File: src/rtl/trap_sequencer.sv
// trap_sequencer: sequences exceptions, machine interrupts and MRET around the M-mode CSR file.
// Ports: clk/reset_n (async active-low); exc_*, irq_*, mret_valid are event sources;
// current_pc, mstatus_*, mie_in, mtvec_in, mepc_in are current CSR/pipeline state; pipe_idle ends DRAIN.
// Outputs: event_ack, hold_fetch, busy, CSR write strobes + data, redirect_valid/redirect_pc/flush,
// priv (current privilege), drain_timeout (sticky).
module trap_sequencer #(
  parameter logic [1:0] RESET_PRIV  = 2'b11,
  parameter bit         VECTORED_EN = 1'b1,
  parameter int         DRAIN_MAX   = 16
) (
  input  logic        clk,
  input  logic        reset_n,
  input  logic        exc_valid,
  input  logic [4:0]  exc_cause,
  input  logic [31:0] exc_pc,
  input  logic        irq_ext,
  input  logic        irq_sw,
  input  logic        irq_timer,
  input  logic        mret_valid,
  input  logic [31:0] current_pc,
  input  logic        mstatus_mie,
  input  logic        mstatus_mpie,
  input  logic [1:0]  mstatus_mpp,
  input  logic [31:0] mie_in,
  input  logic [31:0] mtvec_in,
  input  logic [31:0] mepc_in,
  input  logic        pipe_idle,
  output logic        event_ack,
  output logic        hold_fetch,
  output logic        busy,
  output logic        csr_trap_we,
  output logic        csr_mret_we,
  output logic [31:0] mepc_wdata,
  output logic [31:0] mcause_wdata,
  output logic        mstatus_mie_wdata,
  output logic        mstatus_mpie_wdata,
  output logic [1:0]  mstatus_mpp_wdata,
  output logic        redirect_valid,
  output logic [31:0] redirect_pc,
  output logic        flush,
  output logic [1:0]  priv,
  output logic        drain_timeout
);
  localparam int CW = $clog2(DRAIN_MAX + 1);
  typedef enum logic [1:0] {IDLE, DRAIN, COMMIT, REDIRECT} state_t;
  state_t        state;
  logic [CW-1:0] cnt;
  logic          is_irq, is_mret;
  logic [4:0]    cause;
  logic [31:2]   epc;
  logic          int_ext, int_sw, int_tmr, int_req, any_ev;
  logic [4:0]    int_code;
  logic [31:0]   base, target;
  logic          unused;
  assign int_ext  = irq_ext & mie_in[11];
  assign int_sw   = irq_sw & mie_in[3];
  assign int_tmr  = irq_timer & mie_in[7];
  assign int_req  = mstatus_mie & (int_ext | int_sw | int_tmr);
  assign int_code = int_ext ? 5'd11 : int_sw ? 5'd3 : 5'd7;
  assign any_ev   = exc_valid | int_req | mret_valid;
  // state reads IDLE while reset is held, so gate the ack explicitly
  assign event_ack  = reset_n & (state == IDLE) & any_ev;
  assign busy       = state != IDLE;
  assign hold_fetch = busy;
  assign base   = {mtvec_in[31:2], 2'b00};
  assign target = is_mret ? mepc_in
                : (is_irq && VECTORED_EN && mtvec_in[1:0] == 2'b01) ? base + {25'b0, cause, 2'b00}
                : base;
  assign unused = ^{exc_pc[1:0], current_pc[1:0], mie_in[31:12], mie_in[10:8], mie_in[6:4], mie_in[2:0]};
  always_ff @(posedge clk or negedge reset_n) begin
    if (!reset_n) begin
      state              <= IDLE;
      cnt                <= '0;
      is_irq             <= 1'b0;
      is_mret            <= 1'b0;
      cause              <= '0;
      epc                <= '0;
      csr_trap_we        <= 1'b0;
      csr_mret_we        <= 1'b0;
      mepc_wdata         <= '0;
      mcause_wdata       <= '0;
      mstatus_mie_wdata  <= 1'b0;
      mstatus_mpie_wdata <= 1'b0;
      mstatus_mpp_wdata  <= 2'b00;
      redirect_valid     <= 1'b0;
      redirect_pc        <= '0;
      flush              <= 1'b0;
      priv               <= RESET_PRIV;
      drain_timeout      <= 1'b0;
    end else begin
      case (state)
        IDLE: if (any_ev) begin
          state   <= DRAIN;
          cnt     <= CW'(1);
          is_irq  <= !exc_valid && int_req;
          is_mret <= !exc_valid && !int_req;
          if (exc_valid || int_req) begin
            cause <= exc_valid ? exc_cause : int_code;
            epc   <= exc_valid ? exc_pc[31:2] : current_pc[31:2];
          end
        end
        // cnt counts DRAIN cycles including the current one
        DRAIN: if (pipe_idle || cnt == CW'(DRAIN_MAX)) begin
          state              <= COMMIT;
          drain_timeout      <= drain_timeout | !pipe_idle;
          csr_trap_we        <= !is_mret;
          csr_mret_we        <= is_mret;
          mstatus_mie_wdata  <= is_mret ? mstatus_mpie : 1'b0;
          mstatus_mpie_wdata <= is_mret ? 1'b1 : mstatus_mie;
          mstatus_mpp_wdata  <= is_mret ? 2'b00 : priv;
          if (!is_mret) begin
            mepc_wdata   <= {epc, 2'b00};
            mcause_wdata <= {is_irq, 26'b0, cause};
          end
        end else begin
          cnt <= cnt + 1'b1;
        end
        COMMIT: begin
          state          <= REDIRECT;
          csr_trap_we    <= 1'b0;
          csr_mret_we    <= 1'b0;
          redirect_valid <= 1'b1;
          flush          <= 1'b1;
          redirect_pc    <= target;
          priv           <= is_mret ? mstatus_mpp : 2'b11;
        end
        REDIRECT: begin
          state          <= IDLE;
          redirect_valid <= 1'b0;
          flush          <= 1'b0;
        end
        default: state <= IDLE;
      endcase
    end
  end
endmodule
File: config.mk
export PLATFORM = sky130hd
export DESIGN_NAME = trap_sequencer
export DESIGN_NICKNAME = d
export VERILOG_FILES = /design/src/rtl/trap_sequencer.sv
export SDC_FILE = /design/constraint.sdc
export NUM_CORES = 1
export LEC_CHECK = 0
export CORE_UTILIZATION = 46
export CTS_CLUSTER_DIAMETER = 120
export DETAILED_ROUTE_END_ITERATION = 6
export HOLD_SLACK_MARGIN = 0.03
export PLACE_DENSITY = 0.87
export SETUP_SLACK_MARGIN = 0.15
export SYNTH_ARGS = -nofsm -noshare
export SYNTH_HDL_FRONTEND = slang
export SYNTH_SLANG_ARGS = --single-unit
File: constraint.sdc
create_clock -name clk -period 6 [get_ports clk]
set_clock_uncertainty 0.15 [all_clocks]
set_input_delay 0.9 -clock clk [delete_from_list [all_inputs] [get_ports clk]]
set_output_delay 0.9 -clock clk [all_outputs]
set_load 0.01 [all_outputs]
After elaboration in Yosys (flattened, before gate mapping)
Cells that the tools add are included.
Operators by class
  $add $sub $neg: 2
  equality and inequality tests: 8
  mux-type cells: 21
  bitwise gates (word level): 12
  reduce and logical (&&, ||, !) cells: 21
Operators by type and width (count)
  $mux W32: 2
  $add A32 B7 Y32: 1
  $mux W30: 1
  $mux W5: 3
  $pmux W5 S2: 1
  $reduce_and A3 Y1: 3
  $mux W2: 4
  $pmux W2 S4: 1
  $reduce_and A2 Y1: 4
  $reduce_bool A2 Y1: 4
  $and A1 B1 Y1: 6
  $ne A2 B2 Y1 const B: 3
  $pmux W1 S2: 3
  $add A5 B1 Y5 const B: 1
  $eq A5 B5 Y1 const B: 1
  $or A1 B1 Y1: 5
  $eq A2 B1 Y1 const B: 2
  $eq A2 B2 Y1 const B: 2
  $logic_not A1 Y1: 4
  $mux W1: 4
  $mux W4: 1
  $logic_and A1 B1 Y1: 3
  $mux W3: 1
  $logic_not A2 Y1: 1
  other kinds (2): 3
Word-level totals
  bits in registers: 122
  word-level logic and storage cells: 81

Logic depth before layout (Yosys ltp)
Gate-level depths: netlist of run 1.
  depth after elaboration: 8
  depth in mapped cells: 9
  depth with buffers taken out: 8

Least setup slack after synthesis of run 1
Ideal clock, no wire load.
  kind: input -> register
  from: input port mtvec_in[2]
  to: register redirect_pc[20]
  arrival time: 2613 ps
  required time: 5724 ps
  path slack: 3111 ps
  stages on the path: 8
  path buffers: 0
  cell sequence: ha_1 -> fa_1 -> a21o_1 -> o21ba_2 -> o21ai_2 -> nor2_1 -> xor2_1 -> a221o_1
Between the ends
  cells in the longest elaborated chain, start to end: 3
Ends and longest elaborated chain
  start: declaration: line 25  | input logic [31:0] mtvec_in,
  $add A32 B7 Y32: line 67  | : (is_irq && VECTORED_EN && mtvec_in[1:0] == 2'b01) ? base + {25'b0, cause, 2'b00}
  $mux W32: line 67
  $mux W32: line 66  | assign target = is_mret ? mepc_in
  end signal: assignment: line 124  | redirect_pc <= target;
  end: declaration: line 39  | output logic [31:0] redirect_pc,
Every way passes these cells.
A chain may end at the register's enable or synchronous reset.

Final worst setup path of run 1
  from: input port mie_in[11]
  to: output port event_ack
Between the ends
  cells in the longest elaborated chain, start to end: 7
Ends and longest elaborated chain
  start: declaration: line 24  | input logic [31:0] mie_in,
  $and A1 B1 Y1: line 55  | assign int_ext = irq_ext & mie_in[11];
  $or A1 B1 Y1 (2 in series): line 58  | assign int_req = mstatus_mie & (int_ext | int_sw | int_tmr);
  $and A1 B1 Y1: line 58
  $or A1 B1 Y1 (2 in series): line 60  | assign any_ev = exc_valid | int_req | mret_valid;
  $and A1 B1 Y1: line 62  | assign event_ack = reset_n & (state == IDLE) & any_ev;
  end: declaration: line 28  | output logic event_ack,
Every way passes these cells.

==> results of run 1 <==
[per-stage QoR]
stage / instances / instance area, µm² / setup WS, ns
2_1_floorplan: 652 / 6486 / 3.111
3_3_place_gp: 993 / 8587 / 1.996
3_5_place_dp: 993 / 8587 / 1.950
4_1_cts: 1025 / 9225 / 1.953
5_1_grt: 1025 / 9225 / 1.840
6_report: 1025 / 9225 / 1.879
[critical path, cell delays in order]
cell and delay [ns]:
clkdlybuf4s50_1 0.47, a222oi_1 0.61, o21ai_1 0.18, o21ai_0 0.32
nor2_1 0.07, clkdlybuf4s50_1 0.51
[synthesized netlist by cell type (all sizes together), types with 3 or more instances]
library cell,count
dfrtp,120
nand2,75
o21ai,74
buf,45
mux2,38
nor2,37
mux2i,32
inv,22
clkbuf,18
nand3,17
a21oi,15
xor2,15
and3,14
ha,12
nand4,10
xnor2,10
a221o,9
nor3,7
nand2b,5
o221ai,5
a22o,3
a311o,3
and2,3
o22a,3
[path summary, 6_finish.rpt]
path                                  startpoint                to  slack, ns  cells past startpoint
worst min-delay path            mcause_wdata[31]  mcause_wdata[31]       0.32                      2
max in group asynchronous                reset_n   mcause_wdata[3]       3.91                      2
worst max register to register          state[0]   redirect_pc[23]       3.39                      6
worst max-delay path                  mie_in[11]         event_ack       1.88                      6
worst min register to register  mcause_wdata[31]  mcause_wdata[31]       0.32                      2
min in group asynchronous                reset_n   redirect_pc[14]       0.38                      1
[final cells by class]
cell class                      count  area (µm²)  share of cell area
Tap cell                          176       220.2             0.02387
Multi-Input combinational cell    444        2954              0.3202
Clock inverter                     15       212.7             0.02306
Sequential cell                   122        3055              0.3312
Timing Repair Buffer              229        2275              0.2466
Clock buffer                       17       425.4             0.04611
Inverter                           22       82.58            0.008952
[routing by layer]
metal	routed length, µm	global-route usage	share of wire
met5	0	0	0
met4	298	0.09844	0.017
met3	1437	0.08270	0.083
met2	8674	0.4230	0.50
met1	6955	0.2932	0.40
[power by group]
part / switching (mW) / internal [mW] / leakage, nW
Combinational: 0.870 / 0.923 / 2.26
Clock: 0.404 / 0.703 / 0.301
Sequential: 0.225 / 1.21 / 1.50
Total: 1.50 / 2.83 / 4.05
[registers in the layout, indices dropped and copies added (netlist names), 2 cells and up]
signal / cells
mepc_wdata: 30
priv: 2
epc: 30
cause: 5
mcause_wdata: 6
state: 2
redirect_pc: 32
mstatus_mpp_wdata: 2
cnt: 5
[cell usage in the layout, fill, tap and decap left out, types with 22 or more instances in the layout]
master / count
clkdlybuf4s50_1: 223
dfrtp_1: 120
nand2_1: 73
o21ai_0: 71
mux2_2: 38
nor2_1: 37
mux2i_1: 32
conb_1: 28
inv_1: 22
[logic make-up (layout without fill, tap and decap cells)]
logic type                 after synthesis  after routing  share of synthesized area
muxes                                   70             70                     0.1172
DFF                                    122            122                     0.4785
adders and majority gates               13             13                    0.02665
xor gates and xnor gates                25             25                    0.03429
AOI/OAI and AO/OA                      130            130                     0.1280
buffers and inverters                   86            283                    0.07584
and+or+nand+nor                        178            178                     0.1389
other                                    1             28                  0.0005873
==> metrics, run 1 <==
outcome=complete, no violations; setup violators final=0; Area contributors post-synth=dfrtp_1, mux2_2, o21ai_0; setup bufs post-CTS=0; Starting Density=0.4765; CP Capture Type=output pin; CTS root buf=clkbuf_16; fmax=242.7 MHz; Setup crit start kind=input port; total power=roughly 4.3 mW; first-pass GRT wire length=between 20,000 and 30,000 µm; Final min period=around 4.1 ns; ant diodes=0; largest net degree at the start of global routing=74; Final period util=0.6868; Vert. Die Dim=between 100 and 150 µm; Filler cells=a little under 1k; GRT overflow=0; # hold bufs at CTS=0; H-tree Lvls=4; DR WL/cell=16.94 µm; P per Cell Area=between 400 and 500 nW/µm²; largest area contributor in the netlist=dfrtp_1; CTS tree=yes; Crit Path Max Fanout=3; Post-synth EDFFs=0; IO buf count=225; sequential area share after synthesis=0.4785; Die X=119.8 µm; Avg Cell Area, Syn=~10 µm²; Rel. slew slack=0.3016; I/O pin count=287; Initial DRT Pass Iterations=4; Leakage=between 4 and 5 nW; HPWL after DPL=12,220 µm; Synth Warn #=0; share of cells above drive strength 1=0.1143; Critical Path AT=3.07 ns; top_reg_cell synth=dfrtp_1; RSZ-0062 raised after global routing=no; via/cell ratio=around 5.2; clk buf depth=2; Clock Sinks=122; full die area=14,360 µm²; NumNets Final=between 1k and 1.5k; Hold WS=around 0.32 ns; Final ANT Viol Nets=0; Syn Inst Count=~630; worst slew pin tran=around 1.0 ns; Post-Route Utilization=0.6884; row cnt=42; clk_lat worst skew=slightly above 0.4 ns; max-cap viol count=0; Yosys top cell area share=0.4703; GRT Total Usage=0.2503; GPL Wtd Cong=about 0.84; Async SR Flop Fraction=1.000; Req. time, crit path=4.95 ns; Core Area=between 10,000 and 15,000 µm²; Synth cell types=64; FF+latch count, synth=~120; Mapped Area=between 6000 and 7000 µm²; Starting DRT DRC Count=around 310; Setup CP Type=in -> out; Layout area overhead=44.48%; Via Count=roughly 5.3k; Worst Hold Class=reg -> reg; max-slew violations=0; Clk pin slew, worst setup/hold paths=0.06 ns; cts repair resizes=0; routed wire length=17,370 µm; Setup TNS=0 ns; Hold Violations, Final=0; vias in the first global route=between 5k and 6k; CTS Buf Count=17; initial antenna violation count=0; drt drc=0; maximum vdd drop=0.2424 mV
No activity file was read; power rests on OpenSTA's default activity.
==> inputs of run 2 (changes only) <==
--- a/config.mk
+++ b/config.mk
@@ -5,11 +5,11 @@
 export SDC_FILE = /design/constraint.sdc
 export NUM_CORES = 1
 export LEC_CHECK = 0
-export CORE_UTILIZATION = 46
+export CORE_UTILIZATION = 42
 export CTS_CLUSTER_DIAMETER = 120
 export DETAILED_ROUTE_END_ITERATION = 6
 export HOLD_SLACK_MARGIN = 0.03
-export PLACE_DENSITY = 0.87
+export PLACE_DENSITY = 0.81
 export SETUP_SLACK_MARGIN = 0.15
 export SYNTH_ARGS = -nofsm -noshare
 export SYNTH_HDL_FRONTEND = slang
==> constraint.sdc (replaced) <==
create_clock -name clk -period 4.3 [get_ports clk]
set_clock_uncertainty 0.15 [all_clocks]
set_input_delay 0.645 -clock clk [delete_from_list [all_inputs] [get_ports clk]]
set_output_delay 0.645 -clock clk [all_outputs]
set_load 0.01 [all_outputs]
==> run 2 against run 1 <==
Sequential share of layout area barely moved. First-iteration DRC count fell by 14%. The flow now finishes with violations (DRC). Global-route usage fell by 2.3 points. Non-clock buffer count rose by 3. Critical path depth did not move. Register-to-register slack got worse by 1.7 ns. Die area rose by 9.4%. Cell area barely moved. Combinational power rose by 37%. Final cell count rose by 1.1%.
==> metrics, run 2 (synthesized netlist as in run 1, its figures left out) <==
outcome=complete, but fails checks (was complete, no violations); failing checks=DRC; Crit Path Max Fanout=3 (unchanged); routing usage on met1=0.2696 (was 0.2932); GRT overflow=0 (unchanged); max-cap viol count=0 (unchanged); Starting Density=0.4344 (was 0.4765); P per Cell Area=645.1 nW/µm² (was 469.7 nW/µm²); HPWL after DPL=12,660 µm (was 12,220 µm); largest register by flop count=redirect_pc (unchanged); max reg flops=32 (unchanged); setup violators final=0 (unchanged); # hold bufs at CTS=0 (unchanged); Setup TNS=0 ns (unchanged); commonest non-fill, non-tap cells in the layout=clkdlybuf4s50_1, dfrtp_1, nand2_1 (unchanged); CTS root buf=clkbuf_16 (unchanged); grt met3 use=0.08558 (was 0.08270); I/O pin count=287 (unchanged); GRT Total Usage=0.2272 (was 0.2503); Req. time, crit path=3.50 ns (was 4.95 ns); max-slew violations=0 (unchanged); clk_lat worst skew=0.41 ns (about the same); Via Count=5,370 (was 5,304); Setup crit start kind=input port (unchanged); CP Capture Type=output pin (unchanged); drt drc=23 (was 0); Final period util=0.8152; GPL Wtd Cong=0.8638 (was 0.8437); H-tree Lvls=4 (unchanged); Core Area=14,700 µm² (was 13,400 µm²); vias in the first global route=5,194 (was 5,235); Filler cells=1,232 (was 984); Clk pin slew, worst setup/hold paths=0.06 ns (about the same); GR peak layer=met2 (unchanged); Vert. Die Dim=125.3 µm (was 119.8 µm); Die X=125.3 µm (was 119.8 µm); Critical Path AT=2.71 ns (was 3.07 ns); Final ANT Viol Nets=0 (unchanged); Worst Hold Class=in -> async (was reg -> reg); cts repair resizes=0 (unchanged); Layout area overhead=44.56% (was 44.48%); met2 Usage GRT=0.3697 (was 0.4230); IO buf count=225 (unchanged); ant diodes=0 (unchanged); Largest regs=redirect_pc x32, epc x30, mepc_wdata x30 (unchanged); clk buf depth=2 (unchanged); Hold Violations, Final=0 (unchanged); Leakage=4.062 nW (was 4.053 nW); row cnt=44 (was 42); Rel. slew slack=0.2927 (was 0.3016); routed wire length=17,050 µm (was 17,370 µm); via/cell ratio=5.183 (was 5.175); full die area=15,700 µm² (was 14,360 µm²); largest net degree at the start of global routing=69 (was 74); first-pass GRT wire length=27,230 µm (was 27,140 µm); worst slew pin tran=1.057 ns (was 1.044 ns); NumNets Final=1,029 (was 1,026); Setup CP Type=in -> out (unchanged); Hold WS=0.2813 ns (was 0.3224 ns); Cell Area, Placed=8620 µm² (was 8587 µm²); setup bufs post-CTS=0 (unchanged); maximum vdd drop=0.2885 mV (was 0.2424 mV); Clock Sinks=122 (unchanged); share of cells above drive strength 1=0.1162 (was 0.1143); CTS Buf Count=17 (unchanged); CTS tree=yes (unchanged); post-route cell area=9230 µm² (was 9225 µm²); fmax=approximately 290 MHz; commonest non-fill, non-tap cell in the layout=clkdlybuf4s50_1 (unchanged); RSZ-0062 raised after global routing=no (unchanged); Starting DRT DRC Count=263 (was 305); DR WL/cell=16.46 µm (was 16.94 µm); Final min period=around 3.5 ns; Initial DRT Pass Iterations=7 (was 4); initial antenna violation count=0 (unchanged)
## run 2: worst max-delay path: stages
cell             delay (ns)
clkdlybuf4s50_1        0.43
a222oi_1               0.62
o21ai_1                0.19
o21ai_0                0.24
nor2_1                 0.06
clkdlybuf4s50_1        0.51
## run 2: layout make-up
class | instances | area [µm²] | share of cell area
multi-input combinational | 444 | 2954 | 0.3200
clock buffer | 18 | 429.2 | 0.04650
tap | 184 | 230.2 | 0.02494
inverter | 22 | 82.58 | 0.008947
sequential | 122 | 3055 | 0.3310
timing repair buffer | 232 | 2297 | 0.2489
clock inverter | 14 | 181.4 | 0.01966
## run 2: worst paths after layout
| path | startpoint | slack (ns) | to | cells past startpoint |
|---|---|---|---|---|
| max in group asynchronous | reset_n | 2.37 | mepc_wdata[12] | 3 |
| worst min register to register | drain_timeout | 0.32 | drain_timeout | 1 |
| worst max register to register | state[0] | 1.68 | redirect_pc[23] | 6 |
| worst min-delay path | reset_n | 0.28 | is_irq | 2 |
| worst max-delay path | irq_ext | 0.79 | event_ack | 6 |
| min in group clk | drain_timeout | 0.32 | drain_timeout | 1 |
## run 2: routing by layer
metal	vias up	routed length [µm]
met4	0	441
li1	2573	-
met1	2513	6731
met3	37	1774
met2	247	8106
met5	-	0
## run 2: stage by stage
step	setup WS, ns	util	power [mW]	cells
after floorplan	1.666	-	3.338	652
after global placement	0.7789	0.5864	4.422	1004
after detailed placement	0.7842	0.5864	4.505	1004
after CTS	0.7633	0.6279	6.022	1036
after global routing	0.5945	0.6279	6.373	1036
final	0.7946	0.6279	5.954	1036
## run 2: power breakdown
group,switching (mW),leakage [nW],total (mW),internal (mW)
registers,0.333,1.50,2.02,1.68
clock network,0.553,0.297,1.48,0.925
logic,1.16,2.27,2.46,1.30
total,2.05,4.06,5.95,3.91
